**src/rtl/go_done_launcher_pkg.sv**
```systemverilog
// Shared types and constants for the go/done job launcher.
package go_done_launcher_pkg;

  localparam int STATE_W       = 3;
  localparam int DEFAULT_CNT_W = 8;

  typedef enum logic [STATE_W-1:0] {
    S_IDLE  = 3'd0,
    S_ISSUE = 3'd1,
    S_WAIT  = 3'd2,
    S_GAP   = 3'd3,
    S_FAIL  = 3'd4
  } state_e;

endpackage

```
**src/rtl/go_done_launcher_if.sv**
```systemverilog
// Request channel, go/done handshake and status bundle of the launcher.
// Optional stats signals exist only with GO_DONE_LAUNCHER_STATS_EN defined.
interface go_done_launcher_if
  import go_done_launcher_pkg::*;
#(
  parameter int CNT_W = DEFAULT_CNT_W
);
  logic               req_valid;
  logic               req_ready;
  logic [CNT_W-1:0]   req_count;
  logic               go;
  logic               done;
  logic               busy;
  logic               batch_done;
  logic               timeout_err;
  logic [CNT_W-1:0]   runs_left;
  logic [STATE_W-1:0] state;
`ifdef GO_DONE_LAUNCHER_STATS_EN
  logic [7:0]         last_latency;
  logic [CNT_W-1:0]   retry_total;
`endif

  // Controller/worker side: drives the request and the done pulse.
  modport master (
    output req_valid, req_count, done,
    input  req_ready, go, busy, batch_done, timeout_err, runs_left, state
`ifdef GO_DONE_LAUNCHER_STATS_EN
    , input last_latency, retry_total
`endif
  );

  // Launcher side.
  modport slave (
    input  req_valid, req_count, done,
    output req_ready, go, busy, batch_done, timeout_err, runs_left, state
`ifdef GO_DONE_LAUNCHER_STATS_EN
    , output last_latency, retry_total
`endif
  );

endinterface

```
**src/rtl/go_done_launcher_timeout_timer.sv**
```systemverilog
// Wait-cycle counter: cleared by load, counts while enabled, flags the last allowed cycle.
module timeout_timer #(
  parameter int TIMEOUT_CYCLES = 16
) (
  input  logic clk,
  input  logic rst,
  input  logic i_load,
  input  logic i_en,
  output logic o_expire
);
  localparam int CW = (TIMEOUT_CYCLES > 1) ? $clog2(TIMEOUT_CYCLES) : 1;

  logic [CW-1:0] r_cnt;

  assign o_expire = (r_cnt == CW'(TIMEOUT_CYCLES - 1));

  // Holds at the expiry value so it never wraps if the owner keeps enabling it.
  always_ff @(posedge clk) begin
    if (rst || i_load) begin
      r_cnt <= '0;
    end else if (i_en && !o_expire) begin
      r_cnt <= r_cnt + CW'(1);
    end
  end

endmodule

```
**src/rtl/go_done_launcher.sv**
```systemverilog
// Initiator side of the go/done handshake: runs a batch of jobs with timeout and bounded retry.
// Define GO_DONE_LAUNCHER_STATS_EN to add last_latency / retry_total outputs.
module go_done_launcher
  import go_done_launcher_pkg::*;
#(
  parameter int CNT_W          = DEFAULT_CNT_W,
  parameter int TIMEOUT_CYCLES = 16,
  parameter int MAX_RETRY      = 2
) (
  input logic              clk,
  input logic              rst,
  go_done_launcher_if.slave bus
);
  localparam int RW = (MAX_RETRY > 0) ? $clog2(MAX_RETRY + 1) : 1;

  state_e           r_state;
  logic             r_go;
  logic             r_batch_done;
  logic             r_timeout_err;
  logic [CNT_W-1:0] r_runs_left;
  logic [RW-1:0]    r_retry_cnt;

  logic w_ready;
  logic w_accept;
  logic w_expire;
  logic w_retry_ok;
  logic w_tmr_load;
  logic w_tmr_en;

  assign w_ready    = (r_state == S_IDLE);
  assign w_accept   = bus.req_valid && w_ready;
  assign w_retry_ok = (r_retry_cnt < RW'(MAX_RETRY));
  assign w_tmr_load = (r_state == S_ISSUE);
  assign w_tmr_en   = (r_state == S_WAIT) && !bus.done;

  timeout_timer #(
    .TIMEOUT_CYCLES(TIMEOUT_CYCLES)
  ) u_timer (
    .clk      (clk),
    .rst      (rst),
    .i_load   (w_tmr_load),
    .i_en     (w_tmr_en),
    .o_expire (w_expire)
  );

  always_ff @(posedge clk) begin
    if (rst) begin
      r_state       <= S_IDLE;
      r_go          <= 1'b0;
      r_batch_done  <= 1'b0;
      r_timeout_err <= 1'b0;
      r_runs_left   <= '0;
      r_retry_cnt   <= '0;
    end else begin
      r_go         <= 1'b0;
      r_batch_done <= 1'b0;
      case (r_state)
        S_IDLE: begin
          if (w_accept) begin
            r_runs_left   <= bus.req_count;
            r_timeout_err <= 1'b0;
            r_retry_cnt   <= '0;
            if (bus.req_count == '0) begin
              r_batch_done <= 1'b1;
            end else begin
              r_state <= S_ISSUE;
              r_go    <= 1'b1;
            end
          end
        end
        S_ISSUE: r_state <= S_WAIT;
        S_WAIT: begin
          // A done on the expiry cycle still counts as success.
          if (bus.done) begin
            r_retry_cnt <= '0;
            r_runs_left <= r_runs_left - CNT_W'(1);
            if (r_runs_left == CNT_W'(1)) begin
              r_state      <= S_IDLE;
              r_batch_done <= 1'b1;
            end else begin
              r_state <= S_GAP;
            end
          end else if (w_expire) begin
            if (w_retry_ok) begin
              r_retry_cnt <= r_retry_cnt + RW'(1);
              r_state     <= S_GAP;
            end else begin
              r_state <= S_FAIL;
            end
          end
        end
        // Spacer so a fresh go never lines up with a late done from the previous attempt.
        S_GAP: begin
          r_state <= S_ISSUE;
          r_go    <= 1'b1;
        end
        S_FAIL: begin
          r_timeout_err <= 1'b1;
          r_runs_left   <= '0;
          r_batch_done  <= 1'b1;
          r_state       <= S_IDLE;
        end
        default: r_state <= S_IDLE;
      endcase
    end
  end

  assign bus.req_ready   = w_ready;
  assign bus.busy        = !w_ready;
  assign bus.go          = r_go;
  assign bus.batch_done  = r_batch_done;
  assign bus.timeout_err = r_timeout_err;
  assign bus.runs_left   = r_runs_left;
  assign bus.state       = r_state;

`ifdef GO_DONE_LAUNCHER_STATS_EN
  logic [7:0]       r_lat;
  logic [7:0]       r_last_latency;
  logic [CNT_W-1:0] r_retry_total;

  // r_lat reads 1 on the first wait cycle, so a done seen there records a latency of 1.
  always_ff @(posedge clk) begin
    if (rst) begin
      r_lat          <= '0;
      r_last_latency <= '0;
      r_retry_total  <= '0;
    end else begin
      if (w_accept) begin
        r_retry_total <= '0;
      end
      if (r_state == S_ISSUE) begin
        r_lat <= 8'd1;
      end else if (r_state == S_WAIT) begin
        if (bus.done) begin
          r_last_latency <= r_lat;
        end else begin
          if (r_lat != 8'hFF) begin
            r_lat <= r_lat + 8'd1;
          end
          if (w_expire && w_retry_ok) begin
            r_retry_total <= r_retry_total + CNT_W'(1);
          end
        end
      end
    end
  end

  assign bus.last_latency = r_last_latency;
  assign bus.retry_total  = r_retry_total;
`endif

endmodule

```
**src/flat_wrapper.sv**
```systemverilog
// flat-port wrapper written by rule: the top's interface ports become plain ports
module go_done_launcher_flat import go_done_launcher_pkg::*;
#(
  parameter int CNT_W          = DEFAULT_CNT_W,
  parameter int TIMEOUT_CYCLES = 16,
  parameter int MAX_RETRY      = 2
)
  (clk, rst, bus_req_valid, bus_req_count, bus_done, bus_req_ready, bus_go, bus_busy, bus_batch_done, bus_timeout_err, bus_runs_left, bus_state);
  go_done_launcher_if #(.CNT_W(CNT_W)) bus_i ();
  input logic clk;
  input logic rst;
  input wire logic [$bits(bus_i.req_valid)-1:0] bus_req_valid;
  input wire logic [$bits(bus_i.req_count)-1:0] bus_req_count;
  input wire logic [$bits(bus_i.done)-1:0] bus_done;
  output wire logic [$bits(bus_i.req_ready)-1:0] bus_req_ready;
  output wire logic [$bits(bus_i.go)-1:0] bus_go;
  output wire logic [$bits(bus_i.busy)-1:0] bus_busy;
  output wire logic [$bits(bus_i.batch_done)-1:0] bus_batch_done;
  output wire logic [$bits(bus_i.timeout_err)-1:0] bus_timeout_err;
  output wire logic [$bits(bus_i.runs_left)-1:0] bus_runs_left;
  output wire logic [$bits(bus_i.state)-1:0] bus_state;
  assign bus_i.req_valid = bus_req_valid;
  assign bus_i.req_count = bus_req_count;
  assign bus_i.done = bus_done;
  assign bus_req_ready = bus_i.req_ready;
  assign bus_go = bus_i.go;
  assign bus_busy = bus_i.busy;
  assign bus_batch_done = bus_i.batch_done;
  assign bus_timeout_err = bus_i.timeout_err;
  assign bus_runs_left = bus_i.runs_left;
  assign bus_state = bus_i.state;
  go_done_launcher #(.CNT_W(CNT_W), .TIMEOUT_CYCLES(TIMEOUT_CYCLES), .MAX_RETRY(MAX_RETRY)) u_core (.clk(clk), .rst(rst), .bus(bus_i));
endmodule
```
**config.mk**
```make
export PLATFORM = sky130hd
export DESIGN_NAME = go_done_launcher_flat
export DESIGN_NICKNAME = d
export VERILOG_FILES = /design/src/rtl/go_done_launcher_pkg.sv /design/src/rtl/go_done_launcher_if.sv /design/src/rtl/go_done_launcher_timeout_timer.sv /design/src/rtl/go_done_launcher.sv /design/src/flat_wrapper.sv
export SDC_FILE = /design/constraint.sdc
export NUM_CORES = 1
export LEC_CHECK = 0
export ABC_CLOCK_PERIOD_IN_PS = 3900
export CAP_MARGIN = 30
export CORE_MARGIN = 1.5
export CORE_UTILIZATION = 53
export CTS_CLUSTER_SIZE = 16
export DETAILED_ROUTE_END_ITERATION = 12
export PLACE_DENSITY_LB_ADDON = 0.1
export SLEW_MARGIN = 20
export SYNTH_ARGS = -nofsm -noshare
export SYNTH_HDL_FRONTEND = slang
export SYNTH_HIERARCHICAL = 1
export SYNTH_SLANG_ARGS = --single-unit
```
**constraint.sdc**
```tcl
create_clock -name clk -period 3.9 [get_ports clk]
set_input_delay 0.975 -clock clk [delete_from_list [all_inputs] [get_ports clk]]
set_output_delay 0.975 -clock clk [all_outputs]
set_load 0.05 [all_outputs]
```
* After elaboration in Yosys (flattened, before gate mapping) *
Cells that the tools add are included.

storage, ports and cells
  output and inout bits = 16
  word-level logic and storage cells = 63
  flip-flop bits (word level) = 20
  input port bits = 12

cells by class
  add/sub/neg operators = 3
  $lt $le $gt $ge = 1
  mux-type cells = 25
  reductions and logical operators = 16
  equal/unequal tests = 11

operators with widths
  kind                   count
  $pmux W8 S3            1
  $mux W8                2
  $mux W3                5
  $pmux W3 S4            1
  $mux W2                5
  $eq A8 B1 Y1 const B   1
  $logic_not A8 Y1       1
  $sub A8 B1 Y8 const B  1
  $mux W1                7
  $eq A3 B2 Y1 const B   2
  $ne A2 B2 Y1 const B   3
  $reduce_and A3 Y1      2
  $add A4 B1 Y4 const B  1
  $eq A4 B4 Y1 const B   1
  $pmux W1 S2            2
  $pmux W2 S2            1
  $reduce_and A4 Y1      1
  $reduce_bool A2 Y1     2
  $eq A3 B1 Y1 const B   1
  $eq A3 B3 Y1 const B   1
  $logic_and A1 B1 Y1    3
  $logic_not A1 Y1       3
  $logic_not A3 Y1       1
  $ne A3 B2 Y1 const B   1
  7 further kinds        7

* Logic depth before layout (Yosys ltp) *
  depth after elaboration = 5
  gate-level depth with buffers = 7
  mapped depth without buffers = 7

* Modules after synthesis *
The synthesis kept the hierarchy.

by module, submodules not included
  module            cells each  times used  area an instance (um^2)  sequential area each (um^2)
  go_done_launcher  125         1           1003.5                   320.3
  timeout_timer     22          1           211.5                    80.1

* Least setup slack after synthesis *
Ideal clock, no wire load.

  path kind = register to output
  start point = register u_core.r_state[1] (netlist: u_core/bus.state[1])
  end point = output bus_busy
  arrival time = 2579 ps
  data required time = 2925 ps
  cell stages (with the launch flop) = 5
  path slack = 346 ps
  path buffers = 2
  path through = dfxtp_1 > buf_4 > buf_2 > nor3_1 > inv_1

on the way
  longest elaborated chain between the ends = 2

RTL lines
  what                      RTL line                 source
  start: declaration        go_done_launcher.sv:16   state_e r_state;
  start signal: assignment  go_done_launcher.sv:48   r_state <= S_IDLE;
  start signal: assignment  go_done_launcher.sv:66   r_state <= S_ISSUE;
  start signal: assignment  go_done_launcher.sv:71   S_ISSUE: r_state <= S_WAIT;
  $logic_not A3 Y1          go_done_launcher.sv:30   assign w_ready = (r_state == S_IDLE);
  via bus_req_ready         flat_wrapper.sv:15       output wire logic [$bits(bus_i.req_ready)-1:0] bus_req_ready;
  $logic_not A1 Y1          go_done_launcher.sv:109  assign bus.busy = !w_ready;
  end: declaration          flat_wrapper.sv:17       output wire logic [$bits(bus_i.busy)-1:0] bus_busy;

The timed path passes the listed nets, and every way through them passes these cells.

* Worst setup path in the final report *
  start point = register u_core.r_state[1] (netlist: u_core/bus.state[1])
  end point = output bus_busy

on the way
  longest elaborated chain between the ends = 2

RTL lines
  what              RTL line
  $logic_not A3 Y1  go_done_launcher.sv:30
  $logic_not A1 Y1  go_done_launcher.sv:109

No other way between the ends.

==> impl_metrics.json <==
{
  "status": "completed",
  "synth.avg_cell_area_sq_um": 8.265,
  "firstDrtPassIters": 4,
  "ant_nets": 0,
  "synth-edff-count": 0,
  "required_ps": 2920,
  "synth_area_leader_cell": "dfxtp_1",
  "antenna_cells": 0,
  "grt_pass1_wl_microns": 5119,
  "syn-num-nets": 162,
  "ys_seq_area_frac": 0.3296,
  "ys_top_cells_by_count": "dfxtp_1, nor2_1, nand2_1, inv_1, o21ai_0",
  "fp-row-count": 17,
  "wl_per_cell_microns": 15.53,
  "final.setup.tns_ps": 0,
  "yosysWarnings": 6,
  "ctsResizeCount": 0,
  "synth_flop_cell": "dfxtp_1",
  "dpl_cell_area_sq_mm": 0.001479,
  "drtIter0Drc": 56,
  "totalWireLength_microns": 3090,
  "start_kind": "flop",
  "drc": 0,
  "whs_path_depth": 2,
  "synth_top_area_frac": 0.3296,
  "dieHeight_microns": 50.88,
  "critical_path_arrival_ps": 2000,
  "drive_above_1_share": 0.08772,
  "cts.sinks": 20,
  "hp-class": "reg2reg",
  "yosys.cell_types.count": 49,
  "clk_pin_slew_ps": 120,
  "clock_latency_ps": 300,
  "p_sw_uw": 268.5,
  "cts_tree": "built",
  "vias_per_cell": 6.216,
  "p_leak_nw": 0.5749,
  "swShare": 0.4191,
  "synthesis.area_sq_mm": 0.001215,
  "fin_crit_sh": 0.7636,
  "slew_headroom": 0.4214,
  "synth.most_common_cell": "dfxtp_1",
  "cap_violations": 0,
  "worst_hold_slack_ps": 498.2,
  "end_kind": "primary output",
  "nets": 187,
  "max_freq_ghz": 0.3358,
  "final_area_sq_mm": 0.001515,
  "htreeDepth": 1,
  "gp_routability_congestion": 0.9730,
  "grt_pass1_vias": 1135,
  "area_growth_pct": 24.72,
  "clock_path_buffers": 2,
  "antenna_found_initial": 0,
  "p_int_uw": 372.2,
  "ff2ff_path_depth": 5,
  "setup.worst_path.class": "reg2out",
  "worst_slew_pin_slew_ps": 866.0,
  "initial_core_util": 0.5545,
  "power_density_mw_per_mm2": 422.9,
  "cp_max_fo": 19,
  "dieArea_sq_mm": 0.002588,
  "final_max_slew_viol_count": 0,
  "core_sq_mm": 0.002191,
  "grt.total_usage": 0.2609,
  "cts_root_buffer": "clkbuf_4",
  "clock_power_share": 0.185,
  "ios": 28,
  "post_cts_buffers": 0,
  "vdd_drop_max_uv": 257.5,
  "postSynthCellCount": 147,
  "postCtsHoldBufs": 0,
  "dp_hpwl_microns": 2271,
  "synthTopCellsByArea": "dfxtp_1, nor2_1, nand2_1",
  "cts_buffers": 3,
  "comb_power_share": 0.424,
  "async_reset_ff_frac": 0,
  "grt_max_degree": 20,
  "io_buffers": 27,
  "seqPwrFrac": 0.391,
  "rsz0062_at_grt": "no",
  "grt_overflow": 0,
  "fillers": 176,
  "num_vias": 1237,
  "die-width_microns": 50.88,
  "setup_viol": 0,
  "fin_skew_ps": 13.47,
  "finalCriticalPeriod_ps": 2978,
  "hold_viol": 0,
  "synth-seq-cells": 20
}
[kinds of logic (layout without fill, tap and decap cells)]
group | count (synthesis) | count (layout) | share of synthesized area
multiplexers | 1 | 1 | 0.008239
buffers and inverters | 17 | 41 | 0.06488
XOR/XNOR | 1 | 1 | 0.007210
AO/OA/AOI/OAI | 47 | 47 | 0.2987
AND/OR/NAND/NOR | 58 | 58 | 0.2606
flip-flops | 20 | 20 | 0.3296
adder cells (fa/ha/maj) | 3 | 3 | 0.03090
[routing by layer]
| metal | wire [microns] | GRT usage | part of all wire |
|---|---|---|---|
| met5 | 0 | 0 | 0 |
| met1 | 1383 | 0.3463 | 0.45 |
| met2 | 1418 | 0.4013 | 0.46 |
| met4 | 29 | 0.09459 | 0.0094 |
| met3 | 258 | 0.07895 | 0.083 |
[path summary, 6_finish.rpt]
path / start / end / slack (ps)
worst max register to register: u_core/bus.state[1] / u_core/u_timer/r_cnt[3] / 1650
worst min-delay path: u_core/r_retry_cnt[1] / u_core/bus.state[2] / 500
worst min register to register: u_core/r_retry_cnt[1] / u_core/bus.state[2] / 500
worst max-delay path: u_core/bus.state[1] / bus_busy / 920
[metrics by stage]
step / power, mW / utilization / worst slack [ps] / std cells
6_report: 0.6407 / 0.6916 / 921.8 / 199
3_5_place_dp: 0.5211 / 0.6750 / 1225 / 195
4_1_cts: 0.6409 / 0.6916 / 916.6 / 199
3_3_place_gp: 0.5205 / 0.6750 / 1259 / 195
2_1_floorplan: 0.4424 / - / 346.0 / 147
5_1_grt: 0.6739 / 0.6916 / 813.9 / 199
[worst max-delay path: stages, from the launching register on]
cell and delay [ps]:
dfxtp_1 700, nor3_1 130, inv_1 80, clkdlybuf4s50_1 790
[power groups by stage]
stage | Combinational (mW) | Clock (mW) | Sequential, mW
floorplan | 0.144 | 0 | 0.299
global placement | 0.266 | 0 | 0.255
detailed placement | 0.266 | 0 | 0.255
CTS | 0.268 | 0.123 | 0.250
global route | 0.289 | 0.130 | 0.254
finish | 0.272 | 0.118 | 0.251
[state kept, by name (all words and copies together), names as in the netlist]
signal and cells:
u_core/bus.state 3, u_core/bus.go 1, u_core/bus.timeout_err 1, u_core/r_retry_cnt 2, u_core/bus.runs_left 8, u_core/u_timer/r_cnt 4, u_core/bus.batch_done 1
[layout by cell type, fill, tap and decap left out, types with 2 or more instances in the layout]
master	count
dfxtp_1	20
nand2_1	14
nand3_1	3
inv_1	8
and3_1	2
clkdlybuf4s50_1	27
o22ai_1	2
ha_1	3
a211oi_1	3
a31oi_1	3
a32oi_1	2
o211ai_1	4
nor3_1	2
a21oi_1	6
o21ai_0	7
nor4_1	3
nor3b_1	2
clkbuf_4	3
a22oi_1	5
nand2b_1	2
a211oi_2	2
nand4b_1	2
o211a_1	3
nor2_1	17
nor4b_1	3
[cell type report]
class	instances	area (sq um)	share of cell area
multi-input combinational	110	735.7	0.4856
sequential	20	400.4	0.2642
timing repair buffer	27	270.3	0.1784
inverter	10	37.54	0.02477
clock buffer	4	36.28	0.02395
tap	28	35.03	0.02312
(Power assumes the default switching activity.)
